**src/rtl/bus_arbiter_pkg.sv**
```systemverilog
// Shared definitions for the MiniRISC data-bus arbiter:
// FSM encoding, master indices and reset helpers.
package bus_arbiter_pkg;

    typedef enum logic {
        ARB_IDLE  = 1'b0,
        ARB_OWNED = 1'b1
    } arb_state_e;

    localparam int MST_CPU = 0;
    localparam int MST_DBG = 1;
    localparam int MST_DMA = 2;

    localparam int HOLD_W = 16;

    // Reset value of last_owner, so the first search starts at index 0.
    function automatic int last_owner_rst(input int num_mst);
        return num_mst - 1;
    endfunction

endpackage

```
**src/rtl/bus_arbiter_rr_pick.sv**
```systemverilog
// Combinational round-robin selector: first requester above
// i_last (with wrap-around), ignoring the fixed-priority master.
module rr_pick
    import bus_arbiter_pkg::*;
#(
    parameter  int NUM_MST = 3,
    localparam int IW      = $clog2(NUM_MST)
) (
    input  logic [NUM_MST-1:0] i_req,
    input  logic [NUM_MST-1:0] i_prio_mask,
    input  logic [IW-1:0]      i_last,
    output logic               o_valid,
    output logic [IW-1:0]      o_index
);

    logic [NUM_MST-1:0] w_req;

    assign w_req = i_req & ~i_prio_mask;

    // Walk the offsets downward so the nearest requester is written last.
    always_comb begin
        int j;
        o_valid = 1'b0;
        o_index = '0;
        j       = 0;
        for (int k = NUM_MST; k >= 1; k--) begin
            j = (int'(i_last) + k) % NUM_MST;
            if (w_req[j]) begin
                o_valid = 1'b1;
                o_index = IW'(j);
            end
        end
    end

endmodule

```
**src/rtl/bus_arbiter.sv**
```systemverilog
// Data-bus arbiter: fixed-priority master plus round-robin for the
// rest, non-preemptive grants, hold-time watchdog status flag.
module bus_arbiter
    import bus_arbiter_pkg::*;
#(
    parameter  int NUM_MST  = 3,
    parameter  int PRIO_MST = 1,
    parameter  int MAX_HOLD = 255,
    localparam int IW       = $clog2(NUM_MST)
) (
    input  logic               clk,
    input  logic               rst,
    input  logic [NUM_MST-1:0] bus_req,
    output logic [NUM_MST-1:0] bus_grant,
    output logic [IW-1:0]      bus_owner,
    output logic               bus_busy,
    output logic               hold_timeout,
    input  logic               clr_status
);

    localparam logic [NUM_MST-1:0] ONE       = {{(NUM_MST-1){1'b0}}, 1'b1};
    localparam logic [NUM_MST-1:0] PRIO_MASK =
        (PRIO_MST < NUM_MST) ? (ONE << PRIO_MST) : '0;
    localparam logic [IW-1:0]      PRIO_IDX  = IW'(PRIO_MST);
    localparam logic [IW-1:0]      LAST_RST  = IW'(last_owner_rst(NUM_MST));
    localparam logic [HOLD_W-1:0]  HOLD_MAX  = HOLD_W'(MAX_HOLD);

    arb_state_e          r_state;
    arb_state_e          w_state_nxt;
    logic [IW-1:0]       r_owner;
    logic [IW-1:0]       w_owner_nxt;
    logic [IW-1:0]       r_last;
    logic [IW-1:0]       w_last_nxt;
    logic [NUM_MST-1:0]  r_grant;
    logic [NUM_MST-1:0]  w_grant_nxt;
    logic [HOLD_W-1:0]   r_cnt;
    logic [HOLD_W-1:0]   w_cnt_nxt;
    logic                r_timeout;
    logic                w_timeout_nxt;

    logic                w_prio_hit;
    logic                w_rr_valid;
    logic [IW-1:0]       w_rr_idx;
    logic                w_own_req;
    logic                w_other_req;

    rr_pick #(
        .NUM_MST (NUM_MST)
    ) u_rr_pick (
        .i_req       (bus_req),
        .i_prio_mask (PRIO_MASK),
        .i_last      (r_last),
        .o_valid     (w_rr_valid),
        .o_index     (w_rr_idx)
    );

    assign w_prio_hit  = |(bus_req & PRIO_MASK);
    assign w_own_req   = |(bus_req & r_grant);
    assign w_other_req = |(bus_req & ~r_grant);

    always_ff @(posedge clk or posedge rst) begin
        if (rst) begin
            r_state   <= ARB_IDLE;
            r_owner   <= '0;
            r_last    <= LAST_RST;
            r_grant   <= '0;
            r_cnt     <= '0;
            r_timeout <= 1'b0;
        end else begin
            r_state   <= w_state_nxt;
            r_owner   <= w_owner_nxt;
            r_last    <= w_last_nxt;
            r_grant   <= w_grant_nxt;
            r_cnt     <= w_cnt_nxt;
            r_timeout <= w_timeout_nxt;
        end
    end

    always_comb begin
        w_state_nxt = r_state;
        unique case (r_state)
            ARB_IDLE: begin
                if (w_prio_hit || w_rr_valid)
                    w_state_nxt = ARB_OWNED;
            end
            ARB_OWNED: begin
                if (!w_own_req)
                    w_state_nxt = ARB_IDLE;
            end
        endcase
    end

    // Next values of the registered outputs; set beats clear on the flag.
    always_comb begin
        w_owner_nxt   = r_owner;
        w_last_nxt    = r_last;
        w_grant_nxt   = r_grant;
        w_cnt_nxt     = r_cnt;
        w_timeout_nxt = r_timeout & ~clr_status;
        unique case (r_state)
            ARB_IDLE: begin
                w_cnt_nxt = '0;
                if (w_prio_hit) begin
                    w_owner_nxt = PRIO_IDX;
                    w_grant_nxt = PRIO_MASK;
                end else if (w_rr_valid) begin
                    w_owner_nxt = w_rr_idx;
                    w_last_nxt  = w_rr_idx;
                    w_grant_nxt = ONE << w_rr_idx;
                end
            end
            ARB_OWNED: begin
                if (r_cnt != '1)
                    w_cnt_nxt = r_cnt + HOLD_W'(1);
                if (r_cnt == HOLD_MAX && w_other_req)
                    w_timeout_nxt = 1'b1;
                if (!w_own_req)
                    w_grant_nxt = '0;
            end
        endcase
    end

    assign bus_grant    = r_grant;
    assign bus_owner    = r_owner;
    assign bus_busy     = (r_state == ARB_OWNED);
    assign hold_timeout = r_timeout;

endmodule

```
**config.mk**
```make
export PLATFORM = sky130hd
export DESIGN_NAME = bus_arbiter
export DESIGN_NICKNAME = d
export VERILOG_FILES = /design/src/rtl/bus_arbiter_pkg.sv /design/src/rtl/bus_arbiter_rr_pick.sv /design/src/rtl/bus_arbiter.sv
export SDC_FILE = /design/constraint.sdc
export NUM_CORES = 1
export LEC_CHECK = 0
export CORE_MARGIN = 2
export CORE_UTILIZATION = 33
export CTS_BUF_LIST = sky130_fd_sc_hd__clkbuf_8
export CTS_CLUSTER_DIAMETER = 30
export DETAILED_ROUTE_END_ITERATION = 12
export RECOVER_POWER = 100
export SETUP_SLACK_MARGIN = 0.05
export SYNTH_ARGS = -nofsm -noshare
export SYNTH_HDL_FRONTEND = slang
export SYNTH_SLANG_ARGS = --single-unit
```
**constraint.sdc**
```tcl
create_clock -name clk -period 2.4 [get_ports clk]
set_clock_uncertainty 0.1 [all_clocks]
set_input_delay 0.72 -clock clk [delete_from_list [all_inputs] [get_ports clk]]
set_output_delay 0.72 -clock clk [all_outputs]
set_load 0.02 [all_outputs]
```
==> metrics.yaml, run 1 <==
outcome: "complete, no violations"
first_iter_violations: 50
clockBufferDepth: 2
combinationalPowerShare_pct: 39.6
clock_power_share_pct: 18.0
gp_congestion: 0.918
synthAdderAreaFrac_pct: 4.29
syn_nets: 164
rows: 24
die_h_um: 70.5
synth_area_sq_um: 1460
hp-class: "reg -> reg"
grt_use_total_pct: 14.8
grt_pass1_wl_um: 5930
syn-instance-count: 153
post-route-drc-count: 0
synth_top_family_by_area: "simple AND/OR/NAND/NOR gates"
cts-root-buf: "clkbuf_8"
tns_ns: 0
syn_avg_cell_area_sq_um: 9.54
placed_cell_area_sq_um: 1660
p_int_mw: 0.840
portBuffers: 12
synth_xor_area_share_pct: 0.600
cp_data_required_time_ns: 1.58
leakagePower_nw: 0.703
synth_mux_area_share_pct: 3.43
die-area_sq_um: 4970
hold_depth: 2
synth-main-ff-cell: "dfrtp_1"
cp_slowest_cell: "dlygate4sd3_1"
final.period_utilization_pct: 92.7
arrival_ns: 1.41
cp_max_fo: 5
drv_slew: 0
rsz0062_at_grt: "false"
path_depth: 1
initial_utilization_pct: 34.0
cts_tree: "yes"
crit_path_start_kind: "flop"
slowest_delay_ns: 0.70
rr_worst_depth: 6
max_freq_ghz: 0.449
post-cts-setup-buffer-count: 0
synth_edf_count: 0
async_flop_share_pct: 100
core_sq_um: 4290
yosysWarnings: 0
slew_headroom_pct: 57.5
power.switching_mw: 0.540
crit_buf_inv: 1
yosys.area_share.simple_pct: 28.0
ctsHoldBuffers: 0
worst_slew_pin_slew_ns: 0.638
antenna_left: 0
crit_family: "buffers and inverters"
crit_chain: "dlygate4sd3_1"
vias: 1248
syn_to_final_growth_pct: 14.6
seq_area_frac_synth_pct: 43.0
grt_overflow_total: 0
cp-end-kind: "output pin"
synth.distinct_cells: 46
fin_area_sq_um: 1670
numCtsBuffers: 3
cts_repair_resize_count: 0
power_density_nw_per_um2: 826
antenna_found_initial: 0
min_period_ns: 2.23
grt_pass1_vias: 1221
synth_compound_area_share_pct: 17.1
grt_max_degree: 26
dpl.hpwl_um: 2510
ys_seq_elements: 25
final_hold_viol_count: 0
synth_top_area_share_pct: 41.2
die_w_um: 70.5
antenna_cells: 0
vias_per_cell: 5.62
setup_violations: 0
routed_wl_um: 3400
drive_gt1_share_pct: 7.06
layout.nets: 182
wire_per_inst_um: 15.3
fillCellCount: 451
seqPwrFrac_pct: 42.3
peakVddDrop_v: 0.000382
swShare_pct: 39.1
synth_top_area_cell: "dfrtp_1"
cts_sinks: 25
drt_pass1_iterations: 4
cap_viol_max_count: 0
critPathKind: "reg -> out"
clock_latency_ns: 0.27
io_pins: 13
htreeDepth: 1
path_clk_slew_ns: 0.08
synthTopCellsByArea: "dfrtp_1, ha_1, mux2i_1"
==> metal layers <==
metal	routed length [um]	track usage, %	up-vias
met5	0	0	-
met4	11	2.99	0
met3	89	2.60	2
met2	1670	24.5	22
met1	1630	20.2	616
li1	-	-	608
==> kinds of logic after synthesis <==
kind of cell | count (synthesis)
flip-flops | 25
adder cells (fa/ha/maj) | 5
multiplexers | 5
XOR/XNOR | 1
buffers and inverters | 14
AO/OA/AOI/OAI | 40
AND/OR/NAND/NOR | 63
==> path summary, 6_finish.rpt <==
path / from / endpoint / slack [ns]
hold reg to reg: hold_timeout$_DFF_PP0_ / hold_timeout$_DFF_PP0_ / 0.42
min in group asynchronous: rst / r_cnt[1]$_DFFE_PP0P_ / 0.94
hold / removal: hold_timeout$_DFF_PP0_ / hold_timeout$_DFF_PP0_ / 0.42
setup reg to reg: r_last[1]$_DFFE_PP1P_ / bus_busy$_DFF_PP0_ / 0.45
setup / recovery: bus_grant[1]$_DFFE_PP0P_ / bus_grant[1] / 0.17
max in group asynchronous: rst / r_cnt[10]$_DFFE_PP0P_ / 0.83
==> stage by stage <==
stage / util (%) / power (mW) / setup slack, ns / hold WS [ns] / cells
2_1_floorplan: - / 0.947 / 0.643 / 0.409 / 153
3_3_place_gp: 38.6 / 1.15 / 0.142 / 0.409 / 218
3_5_place_dp: 38.6 / 1.17 / 0.112 / 0.422 / 218
4_1_cts: 39.7 / 1.42 / 0.243 / 0.433 / 222
5_1_grt: 38.9 / 1.47 / 0.128 / 0.454 / 222
6_report: 38.9 / 1.38 / 0.175 / 0.424 / 222
==> cell usage after synthesis, types with 2 or more instances <==
library cell and number:
mux2i_1 5, or3_1 3, dfrtp_1 24, inv_1 11
o22ai_1 2, ha_1 5, nor3_1 8, a31oi_1 7
a21oi_1 8, a211oi_1 2, nand4_2 3, nand3_1 5
and3_1 4, o21ai_0 7, nand2b_1 3, and2_1 3
nor2b_1 3, nor2_1 6, nand2_1 11, nand4_1 2
o21ai_1 5, a41oi_1 2
==> sequential cells by signal, indices dropped and copies added (netlist names) <==
register      count
bus_busy          1
bus_grant         3
bus_owner         2
hold_timeout      1
r_cnt            16
r_last            2
==> area by class of cell <==
| type | count | area, sq um | share of cell area [%] |
|---|---|---|---|
| Multi-Input combinational cell | 114 | 748 | 44.8 |
| Sequential cell | 25 | 627 | 37.5 |
| Timing Repair Buffer | 15 | 140 | 8.38 |
| Tap cell | 52 | 65.1 | 3.89 |
| Inverter | 12 | 45.0 | 2.69 |
| Clock buffer | 3 | 41.3 | 2.47 |
| Clock inverter | 1 | 5.00 | 0.299 |
==> power groups by stage <==
stage                     Clock (mW)  Combinational [mW]  Sequential, mW
final                          0.249               0.547           0.584
after global routing           0.276               0.598           0.600
after CTS                      0.259               0.575           0.587
after detailed placement           0               0.573           0.593
after global placement             0               0.559           0.589
after floorplan                    0               0.314           0.633
==> cells in the final DEF (no fill, tap or decap), types with 3 or more instances in the layout <==
master         Yosys  final
nand4_1            2      4
o21ai_1            5      4
nand3_1            5      5
a21oi_1            8      8
nor2_1             6      7
mux2i_1            5      5
nor3_1             8      8
or3_1              3      3
clkbuf_8           0      3
inv_1             11     11
ha_1               5      5
nand2_1           11     11
a31oi_1            7      7
dfrtp_1           24     24
nor2b_1            3      3
and3_1             4      4
dlygate4sd3_1      0     10
nand2b_1           3      3
o21ai_0            7      8
(Power assumes the default switching activity.)
==> run 2, diff against run 1 <==
- CORE_UTILIZATION: 33 -> 41
==> run 2 against run 1 <==
Net effect:
- non-clock buffer count grew 1
- utilization is 10 points higher
- die area shrank 18%
- cell count shrank 2.3%
- first-iteration DRC count down 4.0%
- routed wire length increased by 0.12%
- clock-buffer cell count unchanged
- power down 0.55%
- via count rose by 1.1%
==> metrics.yaml, run 2 (synthesized netlist as in run 1, its figures left out) <==
slowest_delay_ns: 0.70
crit_family: "buffers and inverters"
grt_pass1_vias: 1267
grt_overflow_total: 0
holdWs_ns: 0.446
die_w_um: 63.7
crit_buf_inv: 1
final_hold_viol_count: 0
outcome: "complete, no violations"
cts-root-buf: "clkbuf_8"
cp-end-kind: "output pin"
clock_latency_ns: 0.26
setup_violations: 0
antenna_left: 0
tns_ns: 0
grt_max_degree: 21
arrival_ns: 1.42
cts_repair_resize_count: 0
cp_data_required_time_ns: 1.58
power.switching_mw: 0.534
vias: 1262
gp_congestion: 0.876
vias_per_cell: 5.82
io_pins: 13
slew_headroom_pct: 50.2
layout.nets: 183
ctsHoldBuffers: 0
first_iter_violations: 48
portBuffers: 12
antenna_found_initial: 0
layout_setup_ws_ns: 0.163
grt_pass1_wl_um: 5910
cts_sinks: 25
path_clk_slew_ns: 0.09
initial_utilization_pct: 43.0
die-area_sq_um: 4050
peakVddDrop_v: 0.000347
max_freq_ghz: 0.447
post-route-drc-count: 0
placed_cell_area_sq_um: 1660
stdcell_count: 217
leakagePower_nw: 0.703
combinationalPowerShare_pct: 39.5
numCtsBuffers: 3
swShare_pct: 38.8
dp_slack_ns: 0.0955
seqPwrFrac_pct: 42.5
cts_tree: "yes"
largest_register: "r_cnt"
post-cts-setup-buffer-count: 0
cp_slowest_cell: "dlygate4sd3_1"
hp-class: "reg -> reg"
clock_power_share_pct: 17.9
routed_wl_um: 3410
crit_chain: "dlygate4sd3_1"
p_int_mw: 0.840
core_sq_um: 3390
fin_area_sq_um: 1670
final.period_utilization_pct: 93.2
largest_reg_flops: 16
antenna_cells: 0
power_density_nw_per_um2: 825
wire_per_inst_um: 15.7
cap_viol_max_count: 0
final_cell_mix: "dfrtp_1, inv_1, nand2_1"
worst_slew_pin_slew_ns: 0.747
critPathKind: "reg -> out"
syn_to_final_growth_pct: 14.2
drv_slew: 0
fillCellCount: 334
clockBufferDepth: 2
placed_cells: 213
drt_pass1_iterations: 4
layout_commonest_cell: "dfrtp_1"
rows: 21
htreeDepth: 1
grt_use_total_pct: 18.5
die_h_um: 63.7
rsz0062_at_grt: "false"
crit_path_start_kind: "flop"
dpl.hpwl_um: 2520
min_period_ns: 2.24
drive_gt1_share_pct: 5.85
cp_max_fo: 5
==> run 2: changes by cell type in the layout (fill, tap and decap cells not counted) <==
cell             previous run  this run
clkbuf_2                    1         0
dlygate4sd3_1              10         9
clkinv_2                    1         0
o21ai_1                     4         3
o311ai_1                    0         1
clkdlybuf4s50_1             2         3
o311ai_0                    1         0
clkbuf_1                    0         2
inv_1                      11        12
o21ai_0                     8         9
==> run 2: layout make-up <==
cell class              instances  area (sq um)  share of cell area (%)
well taps                      46          57.6                    3.46
clock inverters                 1          3.75                   0.225
inverters                      12          45.0                    2.70
clock buffers                   3          41.3                    2.48
flip-flops and latches         25           627                    37.6
multi-input cells             114           748                    44.9
repair buffers                 16           143                    8.56
==> run 2: metal layers <==
layer	track usage (%)	vias to the layer above	wire, um
li1	-	606	-
met1	22.5	621	1490
met2	33.4	31	1740
met3	2.32	4	150
met4	6.52	0	31
met5	0	-	0
==> run 2: final timing paths <==
check,endpoint,from,depth (start not counted),slack (ns)
max,bus_grant[1],bus_grant[1]$_DFFE_PP0P_,1,0.16
min,bus_owner[1]$_DFFE_PP0P_,bus_owner[1]$_DFFE_PP0P_,2,0.45
max reg2reg,bus_busy$_DFF_PP0_,r_last[1]$_DFFE_PP1P_,6,0.42
min reg2reg,bus_owner[1]$_DFFE_PP0P_,bus_owner[1]$_DFFE_PP0P_,2,0.45
max in group asynchronous,r_cnt[10]$_DFFE_PP0P_,rst,3,0.73
min in group asynchronous,r_cnt[8]$_DFFE_PP0P_,rst,3,0.97
==> run 2: power groups by stage <==
| stage | sequential [mW] | combinational [mW] | clock (mW) |
|---|---|---|---|
| after floorplan | 0.633 | 0.314 | 0 |
| after global placement | 0.590 | 0.565 | 0 |
| after detailed placement | 0.590 | 0.570 | 0 |
| after CTS | 0.584 | 0.571 | 0.253 |
| after global routing | 0.600 | 0.611 | 0.268 |
| final | 0.584 | 0.543 | 0.246 |
==> run 2: stage by stage <==
stage          util [%]  power [mW]
2_1_floorplan         -       0.947
3_3_place_gp       48.9        1.15
3_5_place_dp       48.9        1.16
4_1_cts            50.2        1.41
5_1_grt            49.1        1.48
6_report           49.1        1.37
==> run 3, diff against run 2 <==
- DONT_BUFFER_PORTS: unset -> 1
- clock period: 2.4 -> 1.8 ns (I/O delays scaled with it)
==> run 3 against run 2 <==
Net effect:
- the flow now finishes with violations (setup timing)
- design area is 3.9% higher
- flip-flop and latch count stayed put
- register-to-register slack worse by 0.47 ns
- critical path depth is 4 higher
- via count is 2.9% lower
- routed wire length is 0.82% lower
- sequential power is 46% higher
- combinational power is 50% higher
- sequential share of layout area is 1.4 points lower
- power is 45% higher
- clock power is 33% higher
- global-route usage is 0.12 points lower
- largest cell class unchanged
- largest power group unchanged
- highest routed layer unchanged
==> metrics.yaml, run 3 (synthesized netlist as in run 1, its figures left out) <==
crit_path_start_kind: "flop"
grt_overflow_total: 0
ctsHoldBuffers: 0
grt_pass1_wl_um: 5890
cts_sinks: 25
die-area_sq_um: 4050
die_h_um: 63.7
cts_tree: "yes"
vias_per_cell: 5.81
critPathKind: "reg -> reg"
drt_pass1_iterations: 4
post-route-drc-count: 0
final_hold_viol_count: 0
largest_register: "r_cnt"
setup_violations: 5
wire_per_inst_um: 16.0
core_sq_um: 3390
ff2ff_setup_slack_ns: -0.05
antenna_cells: 0
peakVddDrop_v: 0.000733
path_clk_slew_ns: 0.09
layout_commonest_cell: "dfrtp_1"
min-delay-start: "clr_status"
violations: "setup timing"
routed_wl_um: 3380
layout.nets: 177
min_period_ns: 1.85
arrival_ns: 1.90
holdPathEnd: "hold_timeout$_DFF_PP0_"
die_w_um: 63.7
portBuffers: 0
hp-class: "in -> reg"
grt_max_degree: 26
htreeDepth: 1
drv_slew: 0
initial_utilization_pct: 43.0
first_iter_violations: 67
final_core_util_pct: 51.1
hold_depth: 1
clock_latency_ns: 0.27
max_freq_ghz: 0.540
grt_use_total_pct: 18.4
vias: 1226
io_pins: 13
r2r_start: "r_last[1]$_DFFE_PP1P_"
cp_data_required_time_ns: 1.85
layout_setup_ws_ns: -0.0519
slew_headroom_pct: 9.98
gp_congestion: 0.833
cts-root-buf: "clkbuf_8"
final.period_utilization_pct: 103
worstReg2RegEnd: "bus_grant[0]$_DFFE_PP0P_"
leakagePower_nw: 0.717
rows: 21
tns_ns: -0.193
antenna_left: 0
power_density_nw_per_um2: 1150
worst_slew_pin_slew_ns: 1.35
syn_to_final_growth_pct: 18.6
outcome: "finished with violations"
drive_gt1_share_pct: 21.8
largest_reg_flops: 16
numCtsBuffers: 3
grt_pass1_vias: 1242
cap_viol_max_count: 0
dpl.hpwl_um: 2390
final_cell_mix: "dfrtp_1, nand2_1, inv_1"
cp_max_fo: 6
rsz0062_at_grt: "true"
rr_worst_depth: 5
clockBufferDepth: 2
cp-end-kind: "flop"
antenna_found_initial: 0
power.total_mw: 1.99
==> run 3: layer usage <==
metal | vias up | wire, um | global-route usage (%)
met4 | 0 | 41 | 3.53
met2 | 25 | 1700 | 31.7
met5 | - | 0 | 0
met1 | 601 | 1440 | 22.1
li1 | 596 | - | -
met3 | 4 | 188 | 6.61
==> run 3: metrics by stage <==
step                hold WS [ns]  cell area, sq um  std cells  setup slack [ns]
global placement           0.407              1560        203           -0.0489
floorplan                  0.415              1460        153            0.0664
CTS                        0.120              1710        210            -0.104
finish                     0.261              1730        211           -0.0519
detailed placement         0.417              1560        203            -0.113
global route               0.261              1730        211            -0.108
==> run 3: how the worst max path moves through the flow <==
| stage | from | to | slack [ns] | depth (start not counted) |
|---|---|---|---|---|
| global route | r_last[1]$_DFFE_PP1P_ | bus_busy$_DFF_PP0_ | -0.11 | 6 |
| CTS | r_last[1]$_DFFE_PP1P_ | bus_busy$_DFF_PP0_ | -0.10 | 6 |
| detailed placement | r_last[1]$_DFFE_PP1P_ | bus_grant[0]$_DFFE_PP0P_ | -0.11 | 6 |
| global placement | r_last[1]$_DFFE_PP1P_ | bus_grant[0]$_DFFE_PP0P_ | -0.05 | 6 |
| floorplan | r_last[1]$_DFFE_PP1P_ | bus_grant[0]$_DFFE_PP0P_ | 0.07 | 6 |
| finish | r_last[1]$_DFFE_PP1P_ | bus_grant[0]$_DFFE_PP0P_ | -0.05 | 5 |
==> run 3: layout make-up <==
cell class	count	area, sq um
clock buffers	3	41.3
multi-input cells	114	880
clock inverters	1	3.75
inverters	12	45.0
flip-flops and latches	25	627
fillers	312	1660
repair buffers	10	76.3
well taps	46	57.6
==> run 3: worst max-delay path, stage by stage, from the launching register on <==
cell and delay [ns]:
dfstp_2 0.56, buf_6 0.11, ha_4 0.21, o32a_1 0.43
a31oi_2 0.23, o22ai_2 0.10
==> run 3: power by group <==
| part | switching (mW) | internal [mW] |
|---|---|---|
| Combinational | 0.452 | 0.359 |
| Sequential | 0.182 | 0.673 |
| Clock | 0.175 | 0.153 |
| Total | 0.809 | 1.19 |
==> run 3: repair_timing <==
| action | in CTS | in global routing |
|---|---|---|
| setup buffers | 3 | 1 |
| resized for setup | 18 | 10 |
| setup endpoints to repair | 8 | 14 |
| pin swaps | 11 | 4 |
| hold endpoints to repair | 0 | 0 |
